## src/rtl/cpu_ctrl_pkg.sv

```systemverilog
`default_nettype none
// ============================================================================
// Module      : cpu_ctrl_pkg
// Description : Shared types and constants for the CPU pipeline control logic.
// Revision    : 1.0 - initial release
// ============================================================================
package cpu_ctrl_pkg;

    typedef enum logic {
        RUN     = 1'b0,
        MD_WAIT = 1'b1
    } hz_state_e;

    localparam logic [4:0] REG_ZERO       = 5'd0;
    localparam int         MD_LATENCY_DEF = 4;

    // A load in EX feeds the ID instruction only if it writes a real register
    // that ID actually reads.
    function automatic logic load_use_hit(
        input logic       memread,
        input logic [4:0] ex_rt,
        input logic [4:0] rs,
        input logic [4:0] rt,
        input logic       uses_rs,
        input logic       uses_rt
    );
        return memread && (ex_rt != REG_ZERO) &&
               ((uses_rs && (rs == ex_rt)) || (uses_rt && (rt == ex_rt)));
    endfunction

endpackage
`default_nettype wire

```

## src/rtl/sat_counter.sv

```systemverilog
`default_nettype none
// ============================================================================
// Module      : sat_counter
// Description : Up-counter that sticks at all-ones instead of wrapping.
// Revision    : 1.0 - initial release
// ============================================================================
module sat_counter #(
    parameter int W = 16
) (
    input  logic         clk,
    input  logic         reset,
    input  logic         inc,
    output logic [W-1:0] count
);

    logic [W-1:0] count_q;
    logic [W-1:0] count_d;

    always_comb begin
        count_d = count_q;
        if (inc && (count_q != {W{1'b1}})) begin
            count_d = count_q + {{(W-1){1'b0}}, 1'b1};
        end
    end

    always_ff @(posedge clk or negedge reset) begin
        if (!reset) begin
            count_q <= '0;
        end else begin
            count_q <= count_d;
        end
    end

    assign count = count_q;

endmodule
`default_nettype wire

```

## src/rtl/hazard_ctrl.sv

```systemverilog
`default_nettype none
// ============================================================================
// Module      : hazard_ctrl
// Description : Load-use / branch / mul-div hazard controller with
//               saturating stall and flush performance counters.
// Revision    : 1.0 - initial release
// ============================================================================
module hazard_ctrl
    import cpu_ctrl_pkg::*;
#(
    parameter int MD_LATENCY = MD_LATENCY_DEF,
    parameter int CNT_W      = 16
) (
    input  logic             clk,
    input  logic             reset,
    input  logic [4:0]       id_rs,
    input  logic [4:0]       id_rt,
    input  logic             id_uses_rs,
    input  logic             id_uses_rt,
    input  logic             ex_memread,
    input  logic [4:0]       ex_rt,
    input  logic             ex_branch_taken,
    input  logic             ex_md_start,
    output logic             pc_stall,
    output logic             if_id_stall,
    output logic             if_id_flush,
    output logic             id_lw,
    output logic             id_flush,
    output logic             id_exe_hold,
    output logic             ex_mem_bubble,
    output logic             md_busy,
    output logic             md_done,
    output logic [CNT_W-1:0] stall_cnt,
    output logic [CNT_W-1:0] flush_cnt
);

    localparam int MD_CW = 4;

    generate
        if ((MD_LATENCY < 2) || (MD_LATENCY > 15)) begin : g_bad_md_latency
            $error("hazard_ctrl: MD_LATENCY must be in 2..15");
        end
    endgenerate

    hz_state_e        state_q;
    hz_state_e        state_d;
    logic [MD_CW-1:0] md_cnt_q;
    logic [MD_CW-1:0] md_cnt_d;

    logic load_use;
    logic pc_stall_d;
    logic if_id_stall_d;
    logic if_id_flush_d;
    logic id_lw_d;
    logic id_flush_d;
    logic id_exe_hold_d;
    logic ex_mem_bubble_d;
    logic md_busy_d;
    logic md_done_d;

    assign load_use = load_use_hit(ex_memread, ex_rt, id_rs, id_rt,
                                   id_uses_rs, id_uses_rt);

    always_comb begin
        state_d         = state_q;
        md_cnt_d        = md_cnt_q;
        pc_stall_d      = 1'b0;
        if_id_stall_d   = 1'b0;
        if_id_flush_d   = 1'b0;
        id_lw_d         = 1'b0;
        id_flush_d      = 1'b0;
        id_exe_hold_d   = 1'b0;
        ex_mem_bubble_d = 1'b0;
        md_busy_d       = 1'b0;
        md_done_d       = 1'b0;

        case (state_q)
            RUN: begin
                if (ex_branch_taken) begin
                    if_id_flush_d = 1'b1;
                    id_flush_d    = 1'b1;
                end else if (ex_md_start) begin
                    pc_stall_d      = 1'b1;
                    if_id_stall_d   = 1'b1;
                    id_exe_hold_d   = 1'b1;
                    ex_mem_bubble_d = 1'b1;
                    md_busy_d       = 1'b1;
                    md_cnt_d        = MD_CW'(MD_LATENCY - 2);
                    state_d         = MD_WAIT;
                end else if (load_use) begin
                    pc_stall_d    = 1'b1;
                    if_id_stall_d = 1'b1;
                    id_lw_d       = 1'b1;
                end
            end

            MD_WAIT: begin
                pc_stall_d      = 1'b1;
                if_id_stall_d   = 1'b1;
                id_exe_hold_d   = 1'b1;
                ex_mem_bubble_d = 1'b1;
                md_busy_d       = 1'b1;
                if (md_cnt_q == '0) begin
                    // Last cycle: let the mul/div result flow into EX/MEM.
                    md_done_d       = 1'b1;
                    ex_mem_bubble_d = 1'b0;
                    state_d         = RUN;
                end else begin
                    md_cnt_d = md_cnt_q - 1'b1;
                end
            end

            default: begin
                state_d = RUN;
            end
        endcase
    end

    always_ff @(posedge clk or negedge reset) begin
        if (!reset) begin
            state_q  <= RUN;
            md_cnt_q <= '0;
        end else begin
            state_q  <= state_d;
            md_cnt_q <= md_cnt_d;
        end
    end

    // Inputs can still show a hazard during reset, so mask the controls.
    assign pc_stall      = reset & pc_stall_d;
    assign if_id_stall   = reset & if_id_stall_d;
    assign if_id_flush   = reset & if_id_flush_d;
    assign id_lw         = reset & id_lw_d;
    assign id_flush      = reset & id_flush_d;
    assign id_exe_hold   = reset & id_exe_hold_d;
    assign ex_mem_bubble = reset & ex_mem_bubble_d;
    assign md_busy       = reset & md_busy_d;
    assign md_done       = reset & md_done_d;

    sat_counter #(
        .W (CNT_W)
    ) u_stall_cnt (
        .clk   (clk),
        .reset (reset),
        .inc   (pc_stall),
        .count (stall_cnt)
    );

    sat_counter #(
        .W (CNT_W)
    ) u_flush_cnt (
        .clk   (clk),
        .reset (reset),
        .inc   (id_flush),
        .count (flush_cnt)
    );

endmodule
`default_nettype wire

```

## config.mk

```make
export PLATFORM = sky130hd
export DESIGN_NAME = hazard_ctrl
export DESIGN_NICKNAME = d
export VERILOG_FILES = /design/src/rtl/cpu_ctrl_pkg.sv /design/src/rtl/sat_counter.sv /design/src/rtl/hazard_ctrl.sv
export SDC_FILE = /design/constraint.sdc
export NUM_CORES = 1
export LEC_CHECK = 0
export ABC_AREA = 1
export BUFFER_PORTS_ARGS = -buffer_cell sky130_fd_sc_hd__clkbuf_2
export CORE_UTILIZATION = 45
export DETAILED_ROUTE_END_ITERATION = 16
export PLACE_DENSITY = 0.68
export SYNTH_ARGS = -nofsm -noshare
export SYNTH_HDL_FRONTEND = slang
export SYNTH_SLANG_ARGS = --single-unit
```

## constraint.sdc

```tcl
create_clock -name clk -period 2.5 [get_ports clk]
set_input_delay 0.75 -clock clk [delete_from_list [all_inputs] [get_ports clk]]
set_output_delay 0.75 -clock clk [all_outputs]
set_load 0.01 [all_outputs]
```

# Word level (Yosys, flattened, before mapping)
# Cells that the tools add are included.
# W data, S select, Z words.
totals:
  register_bits: 37
  inputBits: 22
  out_inout_bits: 41
  wordCells: 51
classes:
  addsub: 3
  n_eq_ne: 7
  mux: 20
  bitwise: 7
  n_reduce_logical: 10
ops:
  columns: ["operator", "count"]
  rows:
  - ["$add A16 B1 Y16 const B", 2]
  - ["$ne A16 B16 Y1 const B", 2]
  - ["$mux W1", 13]
  - ["$mux W4", 3]
  - ["$eq A5 B5 Y1", 2]
  - ["$pmux W4 S2", 1]
  - ["$and A1 B1 Y1", 6]
  - ["$logic_and A1 B1 Y1", 6]
  - ["$ne A2 B2 Y1 const B", 3]
  - ["$pmux W1 S2", 3]
  - ["$reduce_bool A5 Y1", 1]
  - ["$logic_not A4 Y1", 1]
  - ["$sub A4 B1 Y4 const B", 1]
  - ["$reduce_and A3 Y1", 1]
  - ["$logic_or A1 B1 Y1", 1]
  - ["$not A1 Y1", 1]

# Logic depth before layout (Yosys ltp)
logic_depth:
  depth_word: 10
  mapped_depth: 12
  mapped_depth_nobuf: 11

# Modules after synthesis
# Synthesis repeated with hierarchy kept, for this count alone.
hier_totals:
  cells_unflattened: 401
  hier_area_um2: 2696.3
modules_own_cells:
  columns: ["mod", "n_inst", "cells_each", "area_per_inst_um2"]
  rows:
  - ["sat_counter", 2, 149, 1058.5]
  - ["hazard_ctrl", 1, 103, 579.3]

# Least setup slack after synthesis
# Ideal clock, no wire load.
synth_path:
  kind: "in2out"
  startpoint: "in ex_rt[2]"
  endpoint: "out pc_stall"
  t_arrival_ns: 1.622
  required_ns: 1.750
  setup_slack_ns: 0.128
  cell_stages: 10
  n_path_buf: 2
  path_cell_list: "inv_1 nand2_1 nand2_1 nor2_1 nand3_1 nand2_1 nand2_1 nand2_1 buf_2 buf_4"
synth_via:
  elab_chain_cells: 9
  word_cells_on_any_way: 13
  cone_classes: "eq/ne (2); mux (4); bitwise (1); reduce/logical (6)"
synth_rtl:
  columns: ["item", "line", "rtl"]
  rows:
  - ["from (decl)", "hazard_ctrl.sv:21", "input logic [4:0] ex_rt,"]
  - ["$eq A5 B5 Y1", "cpu_ctrl_pkg.sv:28", "((uses_rs && (rs == ex_rt)) || (uses_rt && (rt == ex_rt)));"]
  - ["$logic_and A1 B1 Y1", "cpu_ctrl_pkg.sv:28", null]
  - ["$logic_or A1 B1 Y1", "cpu_ctrl_pkg.sv:28", null]
  - ["$logic_and A1 B1 Y1 (*)", "cpu_ctrl_pkg.sv:27", "return memread && (ex_rt != REG_ZERO) &&"]
  - ["$mux W1 (*) (3 in a row)", null, null]
  - ["$pmux W1 S2 (*)", null, null]
  - ["$and A1 B1 Y1 (*)", null, null]
  - ["to (decl)", "hazard_ctrl.sv:24", "output logic pc_stall,"]
# Every way passes the cells marked *; elsewhere a longest branch is shown, timed or not.

# Worst setup path after layout
layout_path:
  startpoint: "in ex_rt[3]"
  endpoint: "out pc_stall"
layout_via:
  elab_chain_cells: 9
  word_cells_on_any_way: 13
  cone_classes: "eq/ne (2); mux (4); bitwise (1); reduce/logical (6)"
layout_rtl:
  columns: ["item", "line", "rtl"]
  rows:
  - ["$eq A5 B5 Y1", "cpu_ctrl_pkg.sv:28", null]
  - ["$logic_and A1 B1 Y1", "cpu_ctrl_pkg.sv:28", null]
  - ["$logic_or A1 B1 Y1", "cpu_ctrl_pkg.sv:28", null]
  - ["$logic_and A1 B1 Y1 (*)", "cpu_ctrl_pkg.sv:27", null]
  - ["$mux W1 (*)", "hazard_ctrl.sv:90", "end else if (load_use) begin"]
  - ["$mux W1 (*)", "hazard_ctrl.sv:82", "end else if (ex_md_start) begin"]
  - ["$mux W1 (*)", "hazard_ctrl.sv:79", "if (ex_branch_taken) begin"]
  - ["$pmux W1 S2 (*)", "hazard_ctrl.sv:77", "case (state_q)"]
  - ["$and A1 B1 Y1 (*)", "hazard_ctrl.sv:130", "assign pc_stall = reset & pc_stall_d;"]
# Marks and branches as above.

==> impl_metrics.tcl <==
set metrics [dict create \
    cts_tree "yes" \
    period_needed_ns 2.39 \
    worst_pin_slew_ns 0.345 \
    grt_antenna_before_repair 0 \
    ios 63 \
    antenna_cells 0 \
    fmax_mhz 419 \
    core_sq_um 5070 \
    final_antenna_net_count 0 \
    fin_crit_sh 0.956 \
    clk_path_buf_depth 2 \
    multi_input_area_sq_um 1190 \
    drt_pre_antenna_iters 4 \
    root_buffer "clkbuf_8" \
    cp_max_fo 4 \
    groute.usage.overall 0.201 \
    critPathLaunchType "input pin" \
    layout.nets 430 \
    fin_ws_ns 0.111 \
    clock_latency_ns 0.29 \
    max_slew_margin 0.769 \
    chipHeight_um 74.6 \
    placementRows 26 \
    vias 2219 \
    peakVddDrop_mv 0.536 \
    syn_inst 337 \
    dpl.hpwl_um 3980 \
    cts_htree_levels 2 \
    grt_max_degree 26 \
    grt_pass1_vias 2011 \
    syn_area_per_cell_sq_um 7.04 \
    critPathKind "input pin to output pin" \
    postCtsHoldBufs 0 \
    finish.utilization 0.567 \
    die_x_um 74.6 \
    yosys_warnings 0 \
    cts_buffers 5 \
    final_cells 475 \
    maxSlewViolCount 0 \
    worstPathArrival_ns 1.64 \
    holdWs_ns 0.270 \
    synth_area_sq_um 2370 \
    rrSetupSlack_ns 0.63 \
    dpl_cell_area_sq_um 2750 \
    synth-seq-cells 37 \
    cp.required_ns 1.75 \
    critPathCaptureType "output pin" \
    gp_congestion 0.823 \
    place_ws_ns 0.0527 \
    initial_utilization 0.467 \
    fin_worst_skew_ns 0.00472 \
    drc 0 \
    syn-num-nets 363 \
    drt_iter0_markers 64 \
    hold_class "input pin to async pin" \
    overflow 0 \
    setup_viol 0 \
    drive_gt1_frac 0.207 \
    synth_cell_type_count 23 \
    cts.clk_slew.worst_paths_ns 0.08 \
    wirelength_um 5210 \
    powerDensity_nw_per_um2 698 \
    fin_area_sq_um 2880 \
    ys_seq_area_frac 0.391 \
    layout.area.seq_sq_um 926 \
    dp.cells 467 \
    die_area_sq_um 5560 \
    maxCapViolCount 0 \
    wl_per_cell_um 11.0 \
    hold_viol_final 0 \
    port_buffers 62 \
    status "finished, final reports clean" \
    viasPerCell 4.67 \
    rsz0062_at_grt "yes" \
    nFillCells 500 \
    p_leak_nw 1.66 \
    area_growth_pct 21.4 \
    grt_pass1_wl_um 8500 \
    clock-sinks 37 \
]
state kept, by name, indices dropped and copies added, names as in the netlist:
register / count
u_flush_cnt.count: 16
state_q: 1
md_cnt_q: 4
u_stall_cnt.count: 16
placed cells by master, fill, tap and decap left out, types with 2 or more instances in the layout:
cell type / instances
nand3_1: 33
xnor2_1: 7
nand2_1: 109
inv_1: 51
clkbuf_2: 60
buf_2: 2
nor3_1: 11
nand4_1: 6
o21ai_0: 8
xor2_1: 17
nor2_1: 34
buf_4: 6
dfrtp_1: 37
ha_1: 4
clkbuf_8: 6
nor3_2: 3
cell families (layout without fill, tap and decap cells):
family,Yosys count,in the layout,synth area share
and+or+nand+nor,201,201,0.368
buffers and inverters,61,129,0.109
adders and majority gates,4,4,0.0211
xor gates and xnor gates,24,24,0.0887
AOI/OAI and AO/OA,10,10,0.0222
DFF,37,37,0.391
cells in the mapped netlist:
| library cell | instances | share of area |
|---|---|---|
| nor2_4 | 1 | 0.0047 |
| nor3_2 | 2 | 0.0084 |
| o21bai_1 | 1 | 0.0032 |
| a21oi_1 | 1 | 0.0021 |
| xnor2_1 | 7 | 0.026 |
| clkinv_1 | 1 | 0.0016 |
| buf_6 | 2 | 0.0095 |
| nand2_4 | 1 | 0.0047 |
| buf_2 | 3 | 0.0063 |
| inv_1 | 51 | 0.081 |
| buf_4 | 3 | 0.0095 |
| nor3_4 | 1 | 0.0069 |
| o21ai_0 | 8 | 0.017 |
| nand2_1 | 110 | 0.17 |
| ha_1 | 4 | 0.021 |
| nor3_1 | 12 | 0.025 |
| nand3b_2 | 1 | 0.0047 |
| inv_2 | 1 | 0.0016 |
| dfrtp_1 | 37 | 0.39 |
| nor2_1 | 34 | 0.054 |
| xor2_1 | 17 | 0.063 |
| nand3_1 | 33 | 0.070 |
| nand4_1 | 6 | 0.016 |
routing by layer:
layer / vias to the layer above / routed length, um / global-route usage
li1: 1163 / - / -
met1: 996 / 2530 / 0.258
met2: 54 / 2320 / 0.329
met3: 6 / 299 / 0.0515
met4: 0 / 59 / 0.0692
met5: - / 0 / 0
area by class of cell:
class	instances	share of cell area
multi-input cells	239	0.415
clock inverters	1	0.0104
flip-flops and latches	37	0.322
inverters	53	0.0691
well taps	70	0.0304
clock buffers	7	0.0300
repair buffers	68	0.123
critical path, cell delays in order:
cell,delay [ns]
clkbuf_2,0.10
inv_1,0.06
nand2_1,0.05
nand2_1,0.04
nor2_1,0.11
nand3_1,0.08
nand2_1,0.07
nand2_1,0.08
nand2_2,0.13
clkbuf_2,0.15
path summary, 6_finish.rpt:
check	startpoint	to	cells after the start
min in group clk	md_cnt_q[0]	md_cnt_q[0]	1
max reg2reg	u_stall_cnt.count[0]	u_stall_cnt.count[10]	9
max in group asynchronous	reset	u_flush_cnt.count[7]	2
min	reset	md_cnt_q[2]	1
max	ex_rt[3]	pc_stall	10
min reg2reg	md_cnt_q[0]	md_cnt_q[0]	1
stage by stage:
step	TNS (ns)	total power, W
floorplan	0	0.00124
global placement	0	0.00146
detailed placement	0	0.00148
CTS	0	0.00203
global route	-0.0616	0.00216
finish	0	0.00201
repair_timing:
action                                  4_1_cts  5_1_grt
setup buffers                                 0        0
resized for setup                             0        4
endpoints found under the setup margin        0        3
report_power, final:
group | switching, W | internal (W)
Combinational | 0.000372 | 0.000255
Sequential | 0.000123 | 0.000711
Clock | 0.000221 | 0.000326
Total | 0.000717 | 0.00129
(Power assumes the default switching activity.)
